`config.mk`:
```
export PLATFORM = sky130hd
export DESIGN_NAME = pipe_stage_elastic_flat
export DESIGN_NICKNAME = d
export VERILOG_FILES = /design/src/rtl/pipe_stage_elastic_pkg.sv /design/src/rtl/pipe_stage_elastic_if.sv /design/src/rtl/pipe_stage_elastic.sv /design/src/flat_wrapper.sv
export SDC_FILE = /design/constraint.sdc
export NUM_CORES = 1
export LEC_CHECK = 0
export ABC_AREA = 1
export ABC_CLOCK_PERIOD_IN_PS = 2900
export BUFFER_PORTS_ARGS = -buffer_cell sky130_fd_sc_hd__buf_2
export CELL_PAD_IN_SITES_DETAIL_PLACEMENT = 1
export CELL_PAD_IN_SITES_GLOBAL_PLACEMENT = 2
export CORE_ASPECT_RATIO = 1.2
export CORE_MARGIN = 2
export CORE_UTILIZATION = 27
export DETAILED_ROUTE_END_ITERATION = 16
export PLACE_DENSITY = 0.78
export SYNTH_ARGS = -nofsm -noshare
export SYNTH_HDL_FRONTEND = slang
export SYNTH_SLANG_ARGS = --single-unit
export TNS_END_PERCENT = 5
```
`constraint.sdc`:
```
create_clock -name clk -period 2.9 [get_ports clk]
set_input_delay 0.145 -clock clk [delete_from_list [all_inputs] [get_ports clk]]
set_output_delay 0.145 -clock clk [all_outputs]
set_load 0.005 [all_outputs]
```
`src/rtl/pipe_stage_elastic_pkg.sv`:
```
// Shared pipeline-stage types: stage occupancy states and the EX/MEM control layout
// with its no-op (bubble) encoding.
package pipe_pkg;

  typedef enum logic [1:0] {
    PS_EMPTY = 2'd0,
    PS_ONE   = 2'd1,
    PS_TWO   = 2'd2
  } ps_state_e;

  typedef struct packed {
    logic       mem_read;
    logic       mem_write;
    logic [2:0] load_type;
    logic [1:0] store_type;
    logic       wb_en;
    logic       mem_to_reg;
  } ex_mem_ctrl_t;

  localparam int unsigned EX_MEM_CTRL_W = $bits(ex_mem_ctrl_t);

  // Load/store types decode to "none"; every enable is off.
  localparam ex_mem_ctrl_t EX_MEM_CTRL_NOP = '{
    mem_read:   1'b0,
    mem_write:  1'b0,
    load_type:  3'b111,
    store_type: 2'b11,
    wb_en:      1'b0,
    mem_to_reg: 1'b0
  };

endpackage

```
`src/rtl/pipe_stage_elastic_if.sv`:
```
// Valid/ready stream carrying a data payload and a control field.
// master drives valid/data/ctrl, slave drives ready.
interface pipe_stage_elastic_if #(
  parameter int unsigned DATA_W = 64,
  parameter int unsigned CTRL_W = 16
) ();

  logic              valid;
  logic              ready;
  logic [DATA_W-1:0] data;
  logic [CTRL_W-1:0] ctrl;

  modport master (
    output valid,
    output data,
    output ctrl,
    input  ready
  );

  modport slave (
    input  valid,
    input  data,
    input  ctrl,
    output ready
  );

endinterface

```
`src/rtl/pipe_stage_elastic.sv`:
```
// Elastic pipeline register (payload + control) with flush-to-bubble.
// Define PIPE_STAGE_SKID_EN for the two-entry skid version with a registered in_ready.
module pipe_stage_elastic
  import pipe_pkg::*;
#(
  parameter int unsigned       DATA_W   = 64,
  parameter int unsigned       CTRL_W   = 16,
  parameter logic [CTRL_W-1:0] CTRL_RST = '0
) (
  input  logic                 clk,
  input  logic                 rst,
  input  logic                 flush,
  pipe_stage_elastic_if.slave  in_bus,
  pipe_stage_elastic_if.master out_bus,
  output logic [1:0]           occupancy
);

  ps_state_e         state;
  logic              out_valid_q;
  logic [DATA_W-1:0] out_data_q;
  logic [CTRL_W-1:0] out_ctrl_q;
  logic [1:0]        occ_q;
  logic              in_ready;
  logic              in_fire;
  logic              out_fire;

  assign in_fire  = in_bus.valid & in_ready;
  assign out_fire = out_valid_q & out_bus.ready;

  assign in_bus.ready  = in_ready;
  assign out_bus.valid = out_valid_q;
  assign out_bus.data  = out_data_q;
  assign out_bus.ctrl  = out_ctrl_q;
  assign occupancy     = occ_q;

`ifdef PIPE_STAGE_SKID_EN

  logic [DATA_W-1:0] skid_data_q;
  logic [CTRL_W-1:0] skid_ctrl_q;
  logic              in_ready_q;

  assign in_ready = in_ready_q;

  // in_ready is updated only from the next state, so it never depends on out_ready
  // within a cycle.
  always_ff @(posedge clk or posedge rst) begin
    if (rst) begin
      state       <= PS_EMPTY;
      out_valid_q <= 1'b0;
      out_data_q  <= '0;
      out_ctrl_q  <= CTRL_RST;
      skid_data_q <= '0;
      skid_ctrl_q <= '0;
      in_ready_q  <= 1'b1;
      occ_q       <= 2'd0;
    end else if (flush) begin
      state       <= PS_EMPTY;
      out_valid_q <= 1'b0;
      out_data_q  <= '0;
      out_ctrl_q  <= CTRL_RST;
      skid_data_q <= '0;
      skid_ctrl_q <= '0;
      in_ready_q  <= 1'b1;
      occ_q       <= 2'd0;
    end else begin
      case (state)
        PS_EMPTY: begin
          if (in_fire) begin
            state       <= PS_ONE;
            out_valid_q <= 1'b1;
            out_data_q  <= in_bus.data;
            out_ctrl_q  <= in_bus.ctrl;
            occ_q       <= 2'd1;
          end
        end
        PS_ONE: begin
          if (in_fire && out_fire) begin
            out_data_q <= in_bus.data;
            out_ctrl_q <= in_bus.ctrl;
          end else if (in_fire) begin
            // Downstream stalled: park the new entry behind the presented one.
            state       <= PS_TWO;
            skid_data_q <= in_bus.data;
            skid_ctrl_q <= in_bus.ctrl;
            in_ready_q  <= 1'b0;
            occ_q       <= 2'd2;
          end else if (out_fire) begin
            state       <= PS_EMPTY;
            out_valid_q <= 1'b0;
            out_ctrl_q  <= CTRL_RST;
            occ_q       <= 2'd0;
          end
        end
        PS_TWO: begin
          if (out_fire) begin
            state      <= PS_ONE;
            out_data_q <= skid_data_q;
            out_ctrl_q <= skid_ctrl_q;
            in_ready_q <= 1'b1;
            occ_q      <= 2'd1;
          end
        end
        default: begin
          state       <= PS_EMPTY;
          out_valid_q <= 1'b0;
          out_ctrl_q  <= CTRL_RST;
          in_ready_q  <= 1'b1;
          occ_q       <= 2'd0;
        end
      endcase
    end
  end

`else

  // Without a skid slot the stage can only accept when its single entry leaves.
  assign in_ready = out_bus.ready | ~out_valid_q;

  always_ff @(posedge clk or posedge rst) begin
    if (rst) begin
      state       <= PS_EMPTY;
      out_valid_q <= 1'b0;
      out_data_q  <= '0;
      out_ctrl_q  <= CTRL_RST;
      occ_q       <= 2'd0;
    end else if (flush) begin
      state       <= PS_EMPTY;
      out_valid_q <= 1'b0;
      out_data_q  <= '0;
      out_ctrl_q  <= CTRL_RST;
      occ_q       <= 2'd0;
    end else begin
      case (state)
        PS_EMPTY: begin
          if (in_fire) begin
            state       <= PS_ONE;
            out_valid_q <= 1'b1;
            out_data_q  <= in_bus.data;
            out_ctrl_q  <= in_bus.ctrl;
            occ_q       <= 2'd1;
          end
        end
        PS_ONE: begin
          // in_fire here implies out_fire, so the entry is simply replaced.
          if (in_fire) begin
            out_data_q <= in_bus.data;
            out_ctrl_q <= in_bus.ctrl;
          end else if (out_fire) begin
            state       <= PS_EMPTY;
            out_valid_q <= 1'b0;
            out_ctrl_q  <= CTRL_RST;
            occ_q       <= 2'd0;
          end
        end
        default: begin
          state       <= PS_EMPTY;
          out_valid_q <= 1'b0;
          out_ctrl_q  <= CTRL_RST;
          occ_q       <= 2'd0;
        end
      endcase
    end
  end

`endif

endmodule
```
`src/flat_wrapper.sv`:
```
// flat-port wrapper written by rule: the top's interface ports become plain ports
module pipe_stage_elastic_flat import pipe_pkg::*;
#(
  parameter int unsigned       DATA_W   = 64,
  parameter int unsigned       CTRL_W   = 16,
  parameter logic [CTRL_W-1:0] CTRL_RST = '0
)
  (clk, rst, flush, occupancy, in_bus_valid, in_bus_data, in_bus_ctrl, in_bus_ready, out_bus_valid, out_bus_data, out_bus_ctrl, out_bus_ready);
  pipe_stage_elastic_if #(.DATA_W(DATA_W), .CTRL_W(CTRL_W)) in_bus_i ();
  pipe_stage_elastic_if #(.DATA_W(DATA_W), .CTRL_W(CTRL_W)) out_bus_i ();
  input  logic clk;
  input  logic rst;
  input  logic flush;
  output logic [1:0] occupancy;
  input wire logic [$bits(in_bus_i.valid)-1:0] in_bus_valid;
  input wire logic [$bits(in_bus_i.data)-1:0] in_bus_data;
  input wire logic [$bits(in_bus_i.ctrl)-1:0] in_bus_ctrl;
  output wire logic [$bits(in_bus_i.ready)-1:0] in_bus_ready;
  output wire logic [$bits(out_bus_i.valid)-1:0] out_bus_valid;
  output wire logic [$bits(out_bus_i.data)-1:0] out_bus_data;
  output wire logic [$bits(out_bus_i.ctrl)-1:0] out_bus_ctrl;
  input wire logic [$bits(out_bus_i.ready)-1:0] out_bus_ready;
  assign in_bus_i.valid = in_bus_valid;
  assign in_bus_i.data = in_bus_data;
  assign in_bus_i.ctrl = in_bus_ctrl;
  assign in_bus_ready = in_bus_i.ready;
  assign out_bus_valid = out_bus_i.valid;
  assign out_bus_data = out_bus_i.data;
  assign out_bus_ctrl = out_bus_i.ctrl;
  assign out_bus_i.ready = out_bus_ready;
  pipe_stage_elastic #(.DATA_W(DATA_W), .CTRL_W(CTRL_W), .CTRL_RST(CTRL_RST)) u_core (.clk(clk), .rst(rst), .flush(flush), .in_bus(in_bus_i), .out_bus(out_bus_i), .occupancy(occupancy));
endmodule
```
# == After elaboration in Yosys (flattened, before gate mapping) ==
# Cells that the tools add are included.
# word_totals
reg_bits,83
input_bits,85
output_inout_bits,84
wordCells,38
# classes
n_eq_ne,5
mux,18
bitwise_logic,4
n_reduce_logical,7
# ops
op,n
64-bit 2-to-1 mux,3
16-bit 2-to-1 mux,4
16-bit one-hot mux with 2 select lines,1
2-bit 2-to-1 mux,4
3-bit by 2-bit inequality test with 1-bit output (second input constant),2
1-bit 2-to-1 mux,4
4-bit by 2-bit inequality test with 1-bit output (second input constant),1
2-bit one-hot mux with 2 select lines,1
2-bit AND reduction,2
2-bit nonzero test,2
3-bit inequality test (second input constant),1
3-bit AND reduction,1
1-bit AND,2
2-bit by 1-bit equality test with 1-bit output (second input constant),1
2-bit logical NOT,1
1-bit one-hot mux with 2 select lines,1
2-bit OR reduction,1
1-bit NOT,1
1-bit bitwise OR,1

# == Depth between registers and ports, before layout ==
# Gate-level depths: netlist (run 1).
# logic_depth
ltp_word,6
ltp_mapped,7
ltp_nobuf,6

# == Least setup slack after synthesis (run 1) ==
# No wires, ideal clock.
# synth_path
path_kind,register to register
start,"register, netlist name u_core.occupancy[0]"
end,"register u_core.out_ctrl_q[0], in the netlist u_core.out_bus.ctrl[0]"
arrival_time_ns,1.020
setup_slack_ns,1.763
path_stages_with_launch,6
n_path_buf,1
period_less_slack_ns,1.137
cell_sequence,dfrtp_1 nand2_1 nand3_2 buf_6 nand2_1 nand2_1
# synth_lines
element,line,source
end signal: assignment,pipe_stage_elastic.sv:139,out_ctrl_q <= in_bus.ctrl;
end signal: assignment,pipe_stage_elastic.sv:147,out_ctrl_q <= in_bus.ctrl;
end: declaration,pipe_stage_elastic.sv:21,logic [CTRL_W-1:0] out_ctrl_q;

==> results.yml, run 1 <==
synth:
  synth_warnings: 0
  synth_area_leaders: "dfrtp_1 53%, nand3_2 13%, nand2_1 11%, nand3_1 10%, nand4_1 2.6%"
  syn_area_per_cell_um2: 9.49
  netlist_instances: 403
  synth_seq_cells: 81
  yosysTopAreaCell: "dfrtp_1"
  synthesis.nets: 488
  ys_seq_area_share_pct: 53.0
  synth_top_area_share_pct: 53.0
  netlist_area_mm2: 0.00383
  ys_types: 17
power_and_ir_drop:
  total_leakage_power_nw: 2.81
  p_clk_share_pct: 43.6
  power_density_mw_per_mm2: 575
  finalPower_mw: 2.90
  power.share.sequential_pct: 43.2
  swShare_pct: 25.7
  p_switching_mw: 0.744
  p_comb_share_pct: 13.2
  internal_power_mw: 2.15
  ir_drop_uv: 320
clock_network:
  clk_pin_slew_ns: 0.06
  clkSinkCount: 81
  htree_levels: 3
  cts_tree: "yes"
  clk_path_buf_depth: 2
  numCtsBuffers: 9
  clkLatencyLatePin_ns: 0.32
  clock-root-buffer: "clkbuf_16"
  cts_resized: 0
detailed_routing:
  via_per_inst: 4.73
  detailedRoute.firstPassIterationCount: 4
  antenna_left: 0
  vias: 3436
  wl_per_cell_um: 15.6
  drc_errors: 0
  dr.first_iter.drc_count: 188
  wl_um: 11300
run_status:
  status: "finished, final reports clean"
critical_path:
  worst-path-max-fanout: 38
  endpoint_kind: "flip-flop"
  cp_slowest_cell: "clkinv_2"
  path_cells: "nand2_2 -> nand2_4 -> clkinv_2 -> buf_12 -> nand3_1 -> nand2_1"
  cp.buffers_inverters: 2
  arrival_ns: 2.23
  cp_top_family: "buffers and inverters"
  crit_start: "u_core.occupancy[0]"
  critPathLaunchType: "flip-flop"
  crit_required_ns: 3.11
  critical_path_class: "flip-flop to flip-flop"
  r2r_start: "u_core.occupancy[0]"
  rrSetupSlack_ns: 0.89
  slowest_delay_ns: 0.48
placement:
  postPlaceCellArea_mm2: 0.00470
  hpwlAfterDp_um: 7860
  place_congestion: 0.748
  port_buffers: 167
global_route:
  grt_pass1_wl_um: 18300
  antenna_found_initial: 0
  grtUsageTotal_pct: 14.9
  grt_max_degree: 109
  overflow: 0
  grt_pass1_vias: 3559
sta:
  hold_violations: 0
  timing.setup.tns_ns: 0
  worst-slew-pin-transition_ns: 0.705
  finalSetupViolCount: 0
  rsz0062_at_grt: "no"
  drv_slew: 0
  period_minus_slack_ns: 2.01
  skew_ns: 0.00382
  fmax_ghz: 0.496
  worst_hold_slack_ns: 0.0410
  max_slew_margin_pct: 52.9
  min_period_over_period_pct: 69.5
floorplan:
  fp.dieH_um: 134
  die_w_um: 113
  core_mm2: 0.0138
  start_util_pct: 27.7
  die_area_mm2: 0.0151
  ios: 169
  rows: 47
cells_and_area:
  drive_above_1_share_pct: 44.4
  fin_util_pct: 36.5
  fillerInstances: 1664
  syn2layout_area_growth_pct: 31.9
  fin_nets: 636
  stdcell_area_mm2: 0.00504
  multi_input_area_mm2: 0.00153
  insertedDiodeCount: 0
  register_area_mm2: 0.00203
hold_path:
  min_from: "in_bus_data[55]"
  hp-class: "input port to flip-flop"
job:
  max_cap_violations: 0
[routing by layer]
layer  GRT usage, %  vias to the layer above  wire (µm)  part of all wire (%)
li1               -                     1629          -                     -
met1           19.5                     1683       5050                    44
met2           24.5                      116       5410                    48
met3           4.07                        8        774                   6.8
met4           3.52                        0        114                   1.0
met5              0                        -          0                     0
[cell type report]
type | count | area share, %
clock inverters | 4 | 1.49
flip-flops and latches | 81 | 40.2
repair buffers | 173 | 18.0
multi-input cells | 280 | 30.4
inverters | 6 | 0.595
well taps | 171 | 4.24
clock buffers | 12 | 5.08
[state kept, by name (all words and copies together) (netlist names)]
name,flops
u_core.out_bus.data,64
u_core.out_bus.ctrl,16
u_core.occupancy,1
[power groups by stage]
stage	sequential, mW	combinational (mW)	clock (mW)
finish	1.25	0.382	1.27
global route	1.26	0.430	1.35
CTS	1.25	0.393	1.30
detailed placement	1.27	0.392	0
global placement	1.27	0.382	0
floorplan	1.27	0.210	0
[cells in the final DEF (no fill, tap or decap)]
cell | synthesis | final
inv_1 | 2 | 1
a21oi_4 | 1 | 1
a21oi_1 | 1 | 1
inv_6 | 0 | 1
buf_2 | 17 | 167
clkinvlp_4 | 0 | 2
bufinv_16 | 0 | 2
nor2_1 | 16 | 16
dlygate4sd3_1 | 0 | 1
clkbuf_1 | 3 | 1
buf_12 | 0 | 2
nand2_1 | 113 | 113
nand3_1 | 78 | 78
clkinv_2 | 1 | 2
clkbuf_8 | 0 | 2
buf_4 | 8 | 3
conb_1 | 1 | 1
nand3_2 | 51 | 51
nand4_1 | 16 | 16
dfrtp_1 | 81 | 81
clkbuf_16 | 0 | 9
inv_2 | 3 | 2
nand2_2 | 3 | 2
nand2_4 | 0 | 1
[Yosys cell counts]
cell      instances
buf_2            17
a21oi_4           1
a21oi_1           1
conb_1            1
nand4_1          16
nand3_1          78
nand2_2           3
inv_2             3
clkbuf_1          3
dfrtp_1          81
nor2_1           16
buf_6             8
inv_1             2
clkinv_2          1
nand3_2          51
nand2_1         113
buf_4             8
[worst register-to-register path, stage by stage, from the launching register on]
cell	delay (ns)
dfrtp_1	0.43
nand2_2	0.11
nand2_4	0.37
clkinv_2	0.49
buf_12	0.34
nand3_1	0.11
nand2_1	0.06
[metrics by stage]
stage,worst slack [ns],cells
2_1_floorplan,0.675,403
3_3_place_gp,0.937,710
3_5_place_dp,0.850,710
4_1_cts,0.853,727
5_1_grt,0.708,727
6_report,0.885,727
[cells by family after synthesis]
logic type	after synthesis	share of synthesized area [%]
AND/OR/NAND/NOR	277	39.3
AO/OA/AOI/OAI	2	0.556
flip-flops	81	53.0
buffers and inverters	42	7.06
other	1	0.0980
[repair_timing]
item | in CTS | in global routing
setup buffers | 0 | 0
hold buffers | 1 | 0
endpoints found under the hold margin | 15 | 0
[final timing paths]
check / end / depth (start not counted)
min reg2reg: u_core.out_bus.data[18] / 2
max in group asynchronous: u_core.out_bus.data[51] / 4
min in group asynchronous: u_core.out_bus.data[33] / 3
max: u_core.out_bus.data[5] / 6
max reg2reg: u_core.out_bus.data[5] / 6
min: u_core.out_bus.data[55] / 3
(Power assumes the default switching activity.)
==> run 2, diff against run 1 <==
--- a/config.mk
+++ b/config.mk
@@ -5,16 +5,16 @@
 export SDC_FILE = /design/constraint.sdc
 export NUM_CORES = 1
 export LEC_CHECK = 0
-export ABC_AREA = 1
-export ABC_CLOCK_PERIOD_IN_PS = 2900
+export ABC_AREA = 0
+export ABC_CLOCK_PERIOD_IN_PS = 1700
 export BUFFER_PORTS_ARGS = -buffer_cell sky130_fd_sc_hd__buf_2
 export CELL_PAD_IN_SITES_DETAIL_PLACEMENT = 1
 export CELL_PAD_IN_SITES_GLOBAL_PLACEMENT = 2
 export CORE_ASPECT_RATIO = 1.2
 export CORE_MARGIN = 2
-export CORE_UTILIZATION = 27
+export CORE_UTILIZATION = 26
 export DETAILED_ROUTE_END_ITERATION = 16
-export PLACE_DENSITY = 0.78
+export PLACE_DENSITY = 0.75
 export SYNTH_ARGS = -nofsm -noshare
 export SYNTH_HDL_FRONTEND = slang
 export SYNTH_SLANG_ARGS = --single-unit
==> constraint.sdc (replaced) <==
create_clock -name clk -period 1.7 [get_ports clk]
set_input_delay 0.085 -clock clk [delete_from_list [all_inputs] [get_ports clk]]
set_output_delay 0.085 -clock clk [all_outputs]
set_load 0.005 [all_outputs]
==> run 2 against run 1 <==
Against the previous run: global-route usage increased by 2.2 points; sequential share of layout area decreased by 5.4 points; die area increased by 8.4%; synthesized cell count decreased by 6.7%; sequential power increased by 69%; area after synthesis increased by 4.6%; largest power group is now sequential cells.
==> results.yml, run 2 <==
synth:
  netlist_instances: 376
  synth-main-ff-cell: "dfrtp_1"
  ys_seq_area_share_pct: 50.6
  synthesis.nets: 461
  synth_warnings: 0
  synth_area_leaders: "dfrtp_1 51%, o21ai_0 8.0%, nand3_2 7.5%, a21oi_2 6.6%, a21oi_1 4.6%"
  ys_top_cells_by_count: "81 x dfrtp_1, 64 x o21ai_0, 37 x a21oi_1"
  synthArstFlopShare_pct: 100
  yosysTopAreaCell: "dfrtp_1"
  synth_edf_count: 0
  syn_area_per_cell_um2: 10.6
  netlist_area_mm2: 0.00400
  synth_top_area_share_pct: 50.6
  yosysMostFrequentCell: "dfrtp_1"
  synth_seq_cells: 81
  ys_types: 23
sta:
  rsz0062_at_grt: "no"
  worst_hold_slack_ns: 0.0170
  min_period_over_period_pct: 89.2
  finalSetupViolCount: 0
  fmax_ghz: 0.660
  skew_ns: 0.00542
  period_minus_slack_ns: 1.52
  finalWorstSetupSlack_ns: 0.184
  drv_slew: 0
  timing.setup.tns_ns: 0
  hold_violations: 0
cells_and_area:
  fin_util_pct: 38.9
  fillerInstances: 1719
  stdcell_area_mm2: 0.00584
  fin_nets: 668
  insertedDiodeCount: 0
  final_cell_mix: "165 x buf_2, 81 x dfrtp_1, 64 x o21ai_0"
  final_cells: 790
  final_common_cell: "buf_2"
  multi_input_area_mm2: 0.00165
  drive_above_1_share_pct: 46.9
  syn2layout_area_growth_pct: 45.8
  largest_register_ffs: 64
  register_area_mm2: 0.00203
critical_path:
  r2r-end: "u_core.out_bus.data[24]"
  rr_worst_depth: 4
  rrSetupSlack_ns: 0.24
  worst-path-max-fanout: 19
  arrival_ns: 1.43
  endpoint_kind: "output pin"
  crit_required_ns: 1.62
  critical_path_class: "flip-flop to output pin"
  cp_slowest_cell: "dfrtp_1"
  critPathLaunchType: "flip-flop"
  slowest_delay_ns: 0.41
  path_cells: "nor2b_4 -> inv_4 -> buf_12 -> buf_2"
  r2r_start: "u_core.occupancy[0]"
detailed_routing:
  detailedRoute.firstPassIterationCount: 4
  vias: 3863
  dr.first_iter.drc_count: 198
  antenna_left: 0
  wl_per_cell_um: 17.5
  wl_um: 13800
  drc_errors: 0
  via_per_inst: 4.89
placement:
  hpwlAfterDp_um: 8790
  dp.cells: 716
  dpl_worst_slack_ns: 0.267
  place_congestion: 0.738
  postPlaceCellArea_mm2: 0.00496
  port_buffers: 167
power_and_ir_drop:
  power_density_mw_per_mm2: 818
  ir_drop_uv: 374
  total_leakage_power_nw: 2.77
  finalPower_mw: 4.77
clock_network:
  htree_levels: 3
  clkSinkCount: 81
  clk_path_buf_depth: 2
  clk_pin_slew_ns: 0.06
  cts_resized: 0
  clkLatencyLatePin_ns: 0.33
  cts_tree: "yes"
  hold_buffers: 60
  numCtsBuffers: 9
  cts.repair_timing.setup_buffer_count: 0
  clock-root-buffer: "clkbuf_16"
global_route:
  top_usage_layer: "met2"
  antenna_found_initial: 0
  grtUsageMet3_pct: 3.50
  grt_use_met1_pct: 19.4
  grt_pass1_vias: 4201
  overflow: 0
  grt_pass1_wl_um: 21800
  grt_max_degree: 82
  grt.met2_usage_pct: 30.9
  grtUsageTotal_pct: 17.1
job:
  max_cap_violations: 0
floorplan:
  start_util_pct: 26.7
  rows: 49
  die_w_um: 117
  fp.dieH_um: 140
  core_mm2: 0.0150
  ios: 169
  die_area_mm2: 0.0164
hold_path:
  hold_end: "u_core.out_bus.data[56]"
  hp-class: "input port to flip-flop"
  min_from: "in_bus_data[56]"
  whs_path_depth: 3
run_status:
  status: "finished, final reports clean"
[run 2: changes by cell type after synthesis, moves of 6 or more]
cell	previous run	this run
nand4_1	16	0
a222oi_1	0	14
mux2_2	0	15
buf_2	17	11
o21ai_0	0	64
nand3_2	51	30
a21oi_2	0	30
nand2_1	113	1
nand3_1	78	35
a21oi_1	1	37
clkbuf_1	3	17
[run 2: routing by layer]
layer | vias up | wire length (µm) | share of wire, %
li1 | 1773 | - | -
met1 | 1964 | 5570 | 40
met2 | 110 | 7370 | 53
met3 | 16 | 636 | 4.6
met4 | 0 | 274 | 2.0
met5 | - | 0 | 0
[run 2: area by class of cell]
class / count / share of cell area (%)
clock buffers: 11 / 4.33
clock inverters: 3 / 0.300
inverters: 4 / 0.364
multi-input cells: 246 / 28.3
flip-flops and latches: 81 / 34.7
well taps: 204 / 4.37
repair buffers: 241 / 27.6
[run 2: worst max-delay path by stage]
| stage | startpoint | endpoint | slack, ns | cells past startpoint |
|---|---|---|---|---|
| final | u_core.occupancy[0] | in_bus_ready | 0.18 | 4 |
| after global routing | u_core.occupancy[0] | in_bus_ready | 0.12 | 4 |
| after CTS | u_core.occupancy[0] | in_bus_ready | 0.16 | 4 |
| after detailed placement | u_core.occupancy[0] | u_core.out_bus.data[24] | 0.27 | 4 |
| after global placement | u_core.occupancy[0] | u_core.out_bus.data[40] | 0.35 | 4 |
| after floorplan | u_core.occupancy[0] | u_core.out_bus.ctrl[5] | 0.41 | 5 |
[run 2: kinds of logic (layout without fill, tap and decap cells)]
| family | count (synthesis) | count (layout) | synth area share (%) |
|---|---|---|---|
| buf+inv | 49 | 259 | 8.28 |
| mux | 15 | 15 | 4.22 |
| simple gates | 83 | 83 | 13.8 |
| other cells | 1 | 1 | 0.0937 |
| flops | 81 | 81 | 50.6 |
| compound gates | 147 | 147 | 23.0 |
[run 2: critical path: cells and delay by family (launching register included)]
| kind | cells | cell delay (ns) |
|---|---|---|
| buffers and inverters | 3 | 0.52 |
| AND/OR/NAND/NOR | 1 | 0.16 |
| flip-flops | 1 | 0.41 |
[run 2: where the power goes]
part | total [mW] | switching (mW) | leakage [nW] | internal, mW
Clock | 1.80 | 0.753 | 0.133 | 1.05
Sequential | 2.11 | 0.0659 | 1.08 | 2.04
Combinational | 0.863 | 0.450 | 1.56 | 0.413
Total | 4.77 | 1.27 | 2.77 | 3.50
==> run 3, diff against run 2 <==
--- a/config.mk
+++ b/config.mk
@@ -8,13 +8,12 @@
 export ABC_AREA = 0
 export ABC_CLOCK_PERIOD_IN_PS = 1700
 export BUFFER_PORTS_ARGS = -buffer_cell sky130_fd_sc_hd__buf_2
-export CELL_PAD_IN_SITES_DETAIL_PLACEMENT = 1
-export CELL_PAD_IN_SITES_GLOBAL_PLACEMENT = 2
-export CORE_ASPECT_RATIO = 1.2
+export CORE_ASPECT_RATIO = 1.4
 export CORE_MARGIN = 2
-export CORE_UTILIZATION = 26
+export CORE_UTILIZATION = 43
+export CTS_CLUSTER_DIAMETER = 120
 export DETAILED_ROUTE_END_ITERATION = 16
-export PLACE_DENSITY = 0.75
+export PLACE_DENSITY = 0.74
 export SYNTH_ARGS = -nofsm -noshare
 export SYNTH_HDL_FRONTEND = slang
 export SYNTH_SLANG_ARGS = --single-unit
==> run 3 against run 2 <==
Against the previous run: clock power up 13%; non-clock buffer count down 17; power rose by 3.5%; clock-buffer cell count unchanged; largest power group unchanged.
==> results.yml, run 3 (synthesis results as in run 2) <==
critical_path:
  rrSetupSlack_ns: 0.23
  arrival_ns: 1.45
  critPathLaunchType: "flip-flop"
  crit_start: "u_core.occupancy[0]"
  r2r-end: "u_core.out_bus.data[57]"
  endpoint_kind: "output pin"
  worst-path-max-fanout: 67
  critical_path_class: "flip-flop to output pin"
  endpoint: "in_bus_ready"
  crit_required_ns: 1.62
  rr_worst_depth: 4
  r2r_start: "u_core.occupancy[0]"
sta:
  period_minus_slack_ns: 1.54
  skew_ns: 0.00592
  timing.setup.tns_ns: 0
  drv_slew: 0
  finalSetupViolCount: 0
  fmax_ghz: 0.650
  rsz0062_at_grt: "no"
  max_slew_margin_pct: 63.4
  min_period_over_period_pct: 90.6
  worst_hold_slack_ns: 0.0134
  worst-slew-pin-transition_ns: 0.549
  hold_violations: 0
clock_network:
  numCtsBuffers: 9
  cts.repair_timing.setup_buffer_count: 0
  clk_pin_slew_ns: 0.06
  htree_levels: 3
  clock-root-buffer: "clkbuf_16"
  clkSinkCount: 81
  clkLatencyLatePin_ns: 0.33
  clk_path_buf_depth: 2
  cts_tree: "yes"
detailed_routing:
  antenna_left: 0
  wl_per_cell_um: 16.8
  drc_errors: 0
  wl_um: 11400
  dr.first_iter.drc_count: 403
  vias: 3738
  via_per_inst: 5.51
  detailedRoute.firstPassIterationCount: 6
cells_and_area:
  fin_nets: 651
  largest_register_ffs: 64
  drive_above_1_share_pct: 47.3
  final_common_cell: "buf_2"
  syn2layout_area_growth_pct: 39.3
  fillerInstances: 745
  final_cell_mix: "165 x buf_2, 81 x dfrtp_1, 64 x o21ai_0"
  insertedDiodeCount: 0
  final_cells: 678
power_and_ir_drop:
  ir_drop_uv: 581
  power_density_mw_per_mm2: 886
  total_leakage_power_nw: 2.70
global_route:
  antenna_found_initial: 0
  grt_max_degree: 68
  overflow: 0
  grt_pass1_vias: 3727
  grtUsageTotal_pct: 22.4
  grt_pass1_wl_um: 18300
job:
  max_cap_violations: 0
floorplan:
  core_mm2: 0.00903
  start_util_pct: 44.3
  fp.dieH_um: 118
  ios: 169
  die_w_um: 85.6
  die_area_mm2: 0.0101
  rows: 41
placement:
  place_congestion: 0.778
  dp.cells: 615
  hpwlAfterDp_um: 7060
  port_buffers: 167
run_status:
  status: "finished, final reports clean"
hold_path:
  hp-class: "input port to flip-flop"
run 3: power breakdown:
part	internal, mW	total, mW	switching (mW)
registers	2.04	2.11	0.0644
clock network	1.28	2.03	0.745
logic	0.383	0.804	0.422
run 3: stage by stage:
| step | worst slack (ns) | cell area (µm²) | utilization, % | total power, mW |
|---|---|---|---|---|
| 2_1_floorplan | 0.408 | 4010 | - | 2.56 |
| 3_3_place_gp | 0.173 | 4790 | 53.0 | 2.84 |
| 3_5_place_dp | 0.0945 | 4790 | 53.0 | 2.86 |
| 4_1_cts | 0.0105 | 5560 | 61.6 | 4.99 |
| 5_1_grt | 0.0535 | 5580 | 61.8 | 5.17 |
| 6_report | 0.161 | 5580 | 61.8 | 4.94 |
run 3: how the worst min path moves through the flow:
stage | from | endpoint | slack [ns] | cells after the start
after floorplan | in_bus_data[15] | u_core.out_bus.data[15] | 0.21 | 2
after global placement | rst | u_core.out_bus.data[46] | 0.11 | 2
after detailed placement | rst | u_core.out_bus.data[46] | 0.11 | 2
after CTS | in_bus_data[7] | u_core.out_bus.data[7] | 0.0003 | 3
after global routing | in_bus_data[10] | u_core.out_bus.data[10] | 0.01 | 3
final | in_bus_data[15] | u_core.out_bus.data[15] | 0.01 | 3
run 3: worst max-delay path, stage by stage (launching register included):
cell and delay [ns]:
dfrtp_1 0.41, nor2b_4 0.16, inv_8 0.33, buf_2 0.21
run 3: area by class of cell:
class	instances	area (µm²)	share of cell area, %
Multi-Input combinational cell	246	1650	29.6
Clock buffer	11	233	4.17
Timing Repair Buffer	224	1420	25.5
Sequential cell	81	2030	36.3
Clock inverter	5	80.1	1.44
Inverter	4	26.3	0.471
Tap cell	107	134	2.40
run 3: what timing repair did:
action                                  in CTS  in global routing
pin swaps                                    0                  0
endpoints found under the setup margin       1                  1
endpoints found under the hold margin       61                  1
gates resized for setup                      1                  2
hold buffers                                46                  1
run 3: per-layer routing:
metal / track usage [%] / wire length (µm)
met1: 27.5 / 4450
met2: 37.4 / 6060
met3: 4.89 / 608
met4: 9.72 / 281
met5: 0 / 0
